File: config.mk
export PLATFORM = sky130hd
export DESIGN_NAME = led_anim_engine
export DESIGN_NICKNAME = d
export VERILOG_FILES = /design/src/rtl/led_anim_engine.sv
export SDC_FILE = /design/constraint.sdc
export NUM_CORES = 1
export LEC_CHECK = 0
export ABC_AREA = 1
export CAP_MARGIN = 15
export CORE_ASPECT_RATIO = 1.5
export CORE_MARGIN = 2
export CORE_UTILIZATION = 56
export CTS_CLUSTER_DIAMETER = 80
export DETAILED_ROUTE_END_ITERATION = 12
export PLACE_DENSITY = 0.84
export SYNTH_ARGS = -nofsm -noshare
export SYNTH_HDL_FRONTEND = slang
export SYNTH_SLANG_ARGS = --single-unit
File: constraint.sdc
create_clock -name i_clk -period 4.2 [get_ports i_clk]
set_input_delay 0.84 -clock i_clk [delete_from_list [all_inputs] [get_ports i_clk]]
set_output_delay 0.84 -clock i_clk [all_outputs]
set_load 0.01 [all_outputs]
File: src/rtl/led_anim_engine.sv
// led_anim_engine: LED bar animator (rotate/bounce/bar/count); define LED_ANIM_STEP_EN to add the i_step single-frame input
module led_anim_engine #(
  parameter int LED_W    = 16,
  parameter int BASE_DIV = 25000000,
  parameter int DIV_W    = 32
) (
  input  logic             i_clk,
  input  logic             i_rst,
  input  logic             i_en,
  input  logic [1:0]       i_mode,
  input  logic             i_dir,
  input  logic [1:0]       i_speed,
`ifdef LED_ANIM_STEP_EN
  input  logic             i_step,
`endif
  output logic [LED_W-1:0] o_led,
  output logic             o_frame_tick
);
  typedef enum logic [1:0] {ROTATE, BOUNCE, BAR, COUNT} mode_t;
  localparam int PW = $clog2(LED_W);
  localparam int BW = $clog2(LED_W + 1);
  mode_t            r_mode_q;
  logic [DIV_W-1:0] r_pdiv;
  logic [LED_W-1:0] r_rot;
  logic [LED_W-1:0] r_cnt;
  logic [PW-1:0]    r_pos;
  logic             r_up;
  logic [BW-1:0]    r_bar;
  logic             r_tick_q;
  logic [DIV_W-1:0] w_period;
  logic             w_mode_chg;
  logic             w_step;
  logic             w_tick;
  logic [LED_W-1:0] w_bar;
  logic [LED_W-1:0] w_led;
`ifdef LED_ANIM_STEP_EN
  logic             r_step_q;
  assign w_step = !i_en && i_step && !r_step_q;
  always_ff @(posedge i_clk) r_step_q <= i_rst && i_step;
`else
  assign w_step = 1'b0;
`endif
  assign w_period   = DIV_W'(BASE_DIV) << i_speed;
  assign w_mode_chg = i_mode != r_mode_q;
  assign w_tick     = !w_mode_chg && ((i_en && r_pdiv >= w_period - DIV_W'(1)) || w_step);
  always_comb begin
    w_bar = '0;
    for (int i = 0; i < LED_W; i++)
      w_bar[i] = i_dir ? (i >= LED_W - int'(r_bar)) : (i < int'(r_bar));
  end
  assign w_led = r_mode_q == ROTATE ? r_rot :
                 r_mode_q == BOUNCE ? LED_W'(1) << r_pos :
                 r_mode_q == BAR    ? w_bar : r_cnt;
  always_ff @(posedge i_clk) begin
    if (!i_rst) begin
      r_mode_q     <= ROTATE;
      r_pdiv       <= '0;
      r_rot        <= LED_W'(1);
      r_pos        <= '0;
      r_up         <= 1'b1;
      r_bar        <= '0;
      r_cnt        <= '0;
      r_tick_q     <= 1'b0;
      o_led        <= '0;
      o_frame_tick <= 1'b0;
    end else begin
      o_led        <= w_led;
      r_tick_q     <= w_tick;
      o_frame_tick <= r_tick_q;
      if (w_mode_chg) begin
        r_mode_q <= mode_t'(i_mode);
        r_pdiv   <= '0;
        r_rot    <= LED_W'(1);
        r_pos    <= '0;
        r_up     <= 1'b1;
        r_bar    <= '0;
        r_cnt    <= '0;
      end else begin
        if (i_en) r_pdiv <= w_tick ? '0 : r_pdiv + DIV_W'(1);
        if (w_tick) begin
          case (r_mode_q)
            ROTATE: r_rot <= i_dir ? {r_rot[0], r_rot[LED_W-1:1]} : {r_rot[LED_W-2:0], r_rot[LED_W-1]};
            BOUNCE: begin
              r_pos <= r_up ? r_pos + PW'(1) : r_pos - PW'(1);
              r_up  <= r_up ? (r_pos != PW'(LED_W - 2)) : (r_pos == PW'(1));
            end
            BAR:    r_bar <= r_bar == BW'(LED_W) ? '0 : r_bar + BW'(1);
            COUNT:  r_cnt <= i_dir ? r_cnt - LED_W'(1) : r_cnt + LED_W'(1);
          endcase
        end
      end
    end
  end
endmodule

==> results.toml, run 1 <==
[run_status]
run_status = "finished clean"

[power_and_ir_drop]
power_density_mw_per_mm2 = 248
p_seq_share_pct = 46.5
irDropWorstVdd_uv = 215
p_leak_nw = 3.55
p_int_mw = 1.44
pwr-share-clk_pct = 43.6
pwr-share-comb_pct = 9.9
switching_share_pct = 25.8
switchingPower_mw = 0.501

[critical_path]
critPathBufInv = 2
worst-setup-path-type = "input pin to flop"
path_cells = "clkdlybuf4s50_1, nor2_1, inv_1, ha_1, ha_1, nand2_1, nor2_1, nand2_1, nand2_1, nand2_1, nand3_1, nand2_1, nand3_2, nand2_4, nand2_4, nor3_1"
required_ns = 4.48
worstSetupStartpointType = "input pin"
max_stage_delay_ns = 0.59
crit_family = "simple AND/OR/NAND/NOR gates"
critPathMaxFanout = 17
cp_common_cell = "nand2_1"
r2r-end = "o_led[7]"
r2r_setup_slack_ns = 1.56
r2r_start = "r_bar[0]"
slowest_stage = "clkdlybuf4s50_1"
crit_arrival_ns = 3.75
r2r_cells = 12
end_kind = "flop"

[timing]
finalCritPeriodShare_pct = 82.7
tns_ns = 0
rsz0062_at_grt = "false"
finalWorstPathRequiredPeriod_ns = 3.47
setup_viol = 0
finalMaxSlewViolations = 0
hold_violations = 0
skew_ns = 0.00529
worstMarginPinSlew_ns = 0.640
slew_headroom_pct = 57.3
max_freq_ghz = 0.288

[worst_hold_path]
worstHoldPathType = "flop to flop"
worstHoldPathCells = 2
hold_end = "o_frame_tick"
hp-start = "r_tick_q"

[yosys]
netlist_top_cells_area = "dfxtp_1 26%, nand2_1 17%, ha_1 8.8%"
seq_area_frac_synth_pct = 26.1
yosysTopAreaCell = "dfxtp_1"
ys_ff_latch = 94
ys.flop_type = "dfxtp_1"
synth_edf_count = 0
synth_top_area_share_pct = 26.1
syn_area_per_cell_sq_um = 6.10
synth_common_cells = "323 x nand2_1, 163 x inv_1, 143 x nor2_1, 94 x dfxtp_1, 78 x a21oi_1"
ys_warn_count = 0
yosysMostFrequentCell = "nand2_1"
yosys.cell_types.count = 48
postSynthCellCount = 1182
syn_area_sq_mm = 0.00721
async_flop_share_pct = 0

[clocking]
postCtsResizedCells = 0
post_cts_buffers = 0
cts_max_path_buffers = 2
ctsRootBufferMaster = "clkbuf_16"
htree_levels = 3
cts_tree = "built"
cts_sinks = 94
clkSlewWorstSetupHoldPaths_ns = 0.07
clk_latency_ns = 0.36
cts-hold-fix-buffers = 0
cts_buffers = 9

[run]
max_cap_viol_count = 0

[floorplan]
rows = 50
coreArea_sq_mm = 0.0125
start_util_pct = 57.7
fp.dieH_microns = 143
chipWidth_microns = 96.7
num_io_pins = 25
die_area_sq_mm = 0.0138

[placed_design]
io_buffers = 24
placed_area_sq_mm = 0.00753
hpwl_microns = 14900
gp_congestion = 0.964
placed_cells = 1335

[global_route]
grt_pass1_vias = 7092
grt_pass1_wl_microns = 32500
antenna_found_initial = 0
grt_start_max_net_pins = 32
overflow = 0
grtUsageTotal_pct = 28.7

[route]
drt_pass1_iterations = 7
post_drt_wl_per_cell_microns = 14.6
drc = 0
antenna_left = 0
first_iter_violations = 465
vias = 7540
avgViaCountPerCell = 5.59
wl_microns = 19700

[cells_and_area]
area_growth_pct = 8.52
n_antenna_cell = 0
layoutNonFillerInstCount = 1350
nets = 1250
drive_gt1_share_pct = 4.19
final_area_sq_mm = 0.00783
nFillCells = 1233
cell usage in the layout (no fill, tap or decap), drive strengths merged, types with 2 or more instances in the layout:
master         synthesis  routed
nor3                  29      29
a21oi                 78      78
dfxtp                 94      94
nand4                 45      45
o21ai                 61      61
a22oi                  3       3
clkdlybuf4s50          0      23
conb                   2       7
o21bai                 3       3
nand3                 79      79
nor2                 147     147
clkbuf                17      11
and2                   2       2
xnor2                  7       7
buf                   28      14
ha                    51      51
nor3b                  4       4
a31oi                  8       8
o311ai                 2       2
nor4                   2       2
inv                  167     169
xor2                  13      13
nand2                328     328
routing by layer:
metal / GRT usage (%) / vias up / wire length [microns]
met5: 0 / - / 0
met4: 19.7 / 0 / 1320
met3: 3.52 / 79 / 787
met2: 51.7 / 224 / 9990
met1: 31.2 / 3425 / 7630
li1: - / 3812 / -
stage by stage:
step	util (%)	worst slack (ns)	hold slack, ns	power (mW)
2_1_floorplan	-	1.39	0.390	1.05
3_3_place_gp	60.2	0.499	0.417	1.11
3_5_place_dp	60.2	0.369	0.417	1.11
4_1_cts	62.6	0.725	0.435	1.95
5_1_grt	62.6	0.409	0.442	2.00
6_report	62.6	0.725	0.425	1.94
power groups by stage:
| stage | Combinational (mW) | Clock (mW) | Sequential, mW |
|---|---|---|---|
| CTS | 0.190 | 0.858 | 0.905 |
| finish | 0.192 | 0.848 | 0.905 |
| global placement | 0.187 | 0 | 0.925 |
| floorplan | 0.121 | 0 | 0.928 |
| global route | 0.213 | 0.885 | 0.906 |
| detailed placement | 0.189 | 0 | 0.926 |
area by class of cell:
type,count,area [sq um],share of cell area (%)
Timing Repair Buffer,37,333,4.25
Multi-Input combinational cell,880,4490,57.4
Inverter,168,631,8.06
Sequential cell,94,1880,24.0
Clock inverter,4,55.1,0.703
Clock buffer,11,243,3.10
Tap cell,156,195,2.49
worst min-delay path: cells and delay by family (launching register included):
kind,cells,cell delay (ns)
buffers and inverters,1,0.04
DFF,1,0.31
and+or+nand+nor,1,0.05
registers in the layout (all words and copies together) (netlist names):
| register | count |
|---|---|
| o_led | 16 |
| r_cnt | 16 |
| r_tick_q | 1 |
| r_mode_q | 2 |
| r_rot | 16 |
| o_frame_tick | 1 |
| r_bar | 5 |
| r_up | 1 |
| r_pdiv | 32 |
| r_pos | 4 |
logic make-up (layout without fill, tap and decap cells):
| group | count (synthesis) | in the layout | share of synthesized area [%] |
|---|---|---|---|
| AOI/OAI and AO/OA | 163 | 163 | 12.1 |
| buffers and inverters | 213 | 220 | 12.0 |
| other | 2 | 7 | 0.104 |
| adders and majority gates | 52 | 52 | 9.12 |
| xor gates and xnor gates | 20 | 20 | 2.43 |
| DFF | 94 | 94 | 26.1 |
| and+or+nand+nor | 638 | 638 | 38.1 |
how the worst max path moves through the flow:
stage	from	endpoint	slack (ns)	cells past startpoint
after detailed placement	i_speed[0]	r_pdiv[17]	0.37	16
after global routing	i_speed[0]	r_rot[7]	0.41	18
after CTS	i_speed[0]	r_rot[15]	0.73	18
after global placement	i_speed[0]	r_pdiv[7]	0.50	16
final	i_speed[0]	r_pdiv[17]	0.73	16
after floorplan	i_speed[0]	r_bar[1]	1.39	18
Power figures use the tool's default switching activity.
==> run 2: changes to the inputs <==
==> constraint.sdc (replaced) <==
create_clock -name i_clk -period 3.3 [get_ports i_clk]
set_input_delay 0.66 -clock i_clk [delete_from_list [all_inputs] [get_ports i_clk]]
set_output_delay 0.66 -clock i_clk [all_outputs]
set_load 0.01 [all_outputs]
==> run 2 against run 1 <==
Critical path type unchanged. Sequential share of layout area down 0.28 points. Utilization up 0.74 points. Largest cell class unchanged. Register-to-register slack worse by 0.90 ns.
==> results.toml, run 2 (synthesized netlist as in run 1, its figures left out) <==
[critical_path]
critPathMaxFanout = 21
r2r-end = "o_led[7]"
r2r_setup_slack_ns = 0.66
end_kind = "flop"
critPathBufInv = 3
startpoint = "i_speed[0]"
crit_family = "simple AND/OR/NAND/NOR gates"
worst-setup-path-type = "input pin to flop"
path_cells = "clkdlybuf4s50_1, nor2_1, inv_1, ha_1, ha_1, nand2_1, nor2_1, nand2_1, nand2_1, nand2_1, nand3_1, nand2_1, nand3_2, buf_12, nand3_4, a21oi_1, nor2_1"
cp_common_cell = "nand2_1"
required_ns = 3.55
r2r_cells = 12
worstSetupStartpointType = "input pin"
r2r_start = "r_bar[1]"
max_stage_delay_ns = 0.48
crit_arrival_ns = 3.23
slowest_stage = "clkdlybuf4s50_1"

[floorplan]
num_io_pins = 25
die_area_sq_mm = 0.0138
fp.dieH_microns = 143
chipWidth_microns = 96.7
start_util_pct = 57.7
coreArea_sq_mm = 0.0125
rows = 50

[timing]
hold_violations = 0
finalMaxSlewViolations = 0
rsz0062_at_grt = "false"
slew_headroom_pct = 57.7
finalCritPeriodShare_pct = 90.5
max_freq_ghz = 0.335
setup_viol = 0
worstMarginPinSlew_ns = 0.630
skew_ns = 0.0120
tns_ns = 0
finalWorstPathRequiredPeriod_ns = 2.98

[route]
drc = 0
avgViaCountPerCell = 5.63
post_drt_wl_per_cell_microns = 15.1
wl_microns = 20500
drt_pass1_iterations = 6
antenna_left = 0
vias = 7640
first_iter_violations = 483

[global_route]
antenna_found_initial = 0
grtUsageTotal_pct = 30.3
grt_pass1_wl_microns = 33800
grt_start_max_net_pins = 38
grt_pass1_vias = 7421
overflow = 0

[power_and_ir_drop]
p_leak_nw = 3.60
power_mw = 2.43
power_density_mw_per_mm2 = 307
irDropWorstVdd_uv = 250

[cells_and_area]
final_area_sq_mm = 0.00792
largest_register_ff_count = 32
layout_common_cells = "323 x nand2_1, 163 x inv_1, 141 x nor2_1"
area_growth_pct = 9.80
n_antenna_cell = 0
multi_input_area_sq_mm = 0.00449
nFillCells = 1235
regArea_sq_mm = 0.00188
largest-register = "r_pdiv"
nets = 1257
layout_commonest_cell = "nand2_1"
final_util_pct = 63.3
drive_gt1_share_pct = 4.91

[run]
max_cap_viol_count = 0

[clocking]
htree_levels = 3
cts_sinks = 94
ctsRootBufferMaster = "clkbuf_16"
cts_buffers = 9
post_cts_buffers = 0
postCtsResizedCells = 0
clkSlewWorstSetupHoldPaths_ns = 0.07
cts_tree = "built"
cts-hold-fix-buffers = 0
clk_latency_ns = 0.36
cts_max_path_buffers = 2

[run_status]
run_status = "finished clean"

[worst_hold_path]
worstHoldPathCells = 2
hp-start = "r_tick_q"
hold_end = "o_frame_tick"
worstHoldPathType = "flop to flop"

[placed_design]
gp_congestion = 1.04
io_buffers = 24
placed_area_sq_mm = 0.00763
hpwl_microns = 15800
run 2: area by class of cell:
cell class,instances,area share (%)
sequential,94,23.8
inverter,168,7.96
timing repair buffer,44,5.50
clock buffer,9,2.84
multi-input combinational,880,56.7
tap,156,2.46
clock inverter,7,0.790
run 2: worst reg2reg max path, delay by kind of cell (launching register included):
kind,cells,cell delay (ns)
compound gates,3,0.66
fa+ha+maj,2,0.56
buf+inv,3,0.39
flops,1,0.55
simple gates,4,0.37
run 2: routing by layer:
metal,vias up,GRT usage (%),wire length (microns)
met3,99,4.50,944
met4,0,24.0,1560
li1,3829,-,-
met2,268,55.3,10500
met5,-,0,0
met1,3444,30.6,7570
run 2: stage by stage:
stage          setup WS (ns)  hold WS, ns  std cells
2_1_floorplan          0.671        0.390       1187
3_3_place_gp          0.0278        0.412       1342
3_5_place_dp         -0.0125        0.399       1342
4_1_cts                0.353        0.429       1358
5_1_grt               0.0891        0.451       1358
6_report               0.315        0.427       1358
run 2: worst max-delay path by stage:
stage                      endpoint  slack [ns]  cells past startpoint
after floorplan            r_bar[1]        0.67                     18
after global placement    r_cnt[12]        0.03                     15
after detailed placement  r_cnt[12]       -0.01                     17
after CTS                 r_cnt[12]        0.35                     17
after global routing       r_cnt[4]        0.09                     18
final                     r_cnt[12]        0.32                     17
run 2: power by group:
part           switching, mW  total [mW]  internal (mW)
clock                  0.497        1.02          0.528
combinational          0.164       0.251         0.0873
sequential           0.00625        1.15           1.15
total                  0.667        2.43           1.76
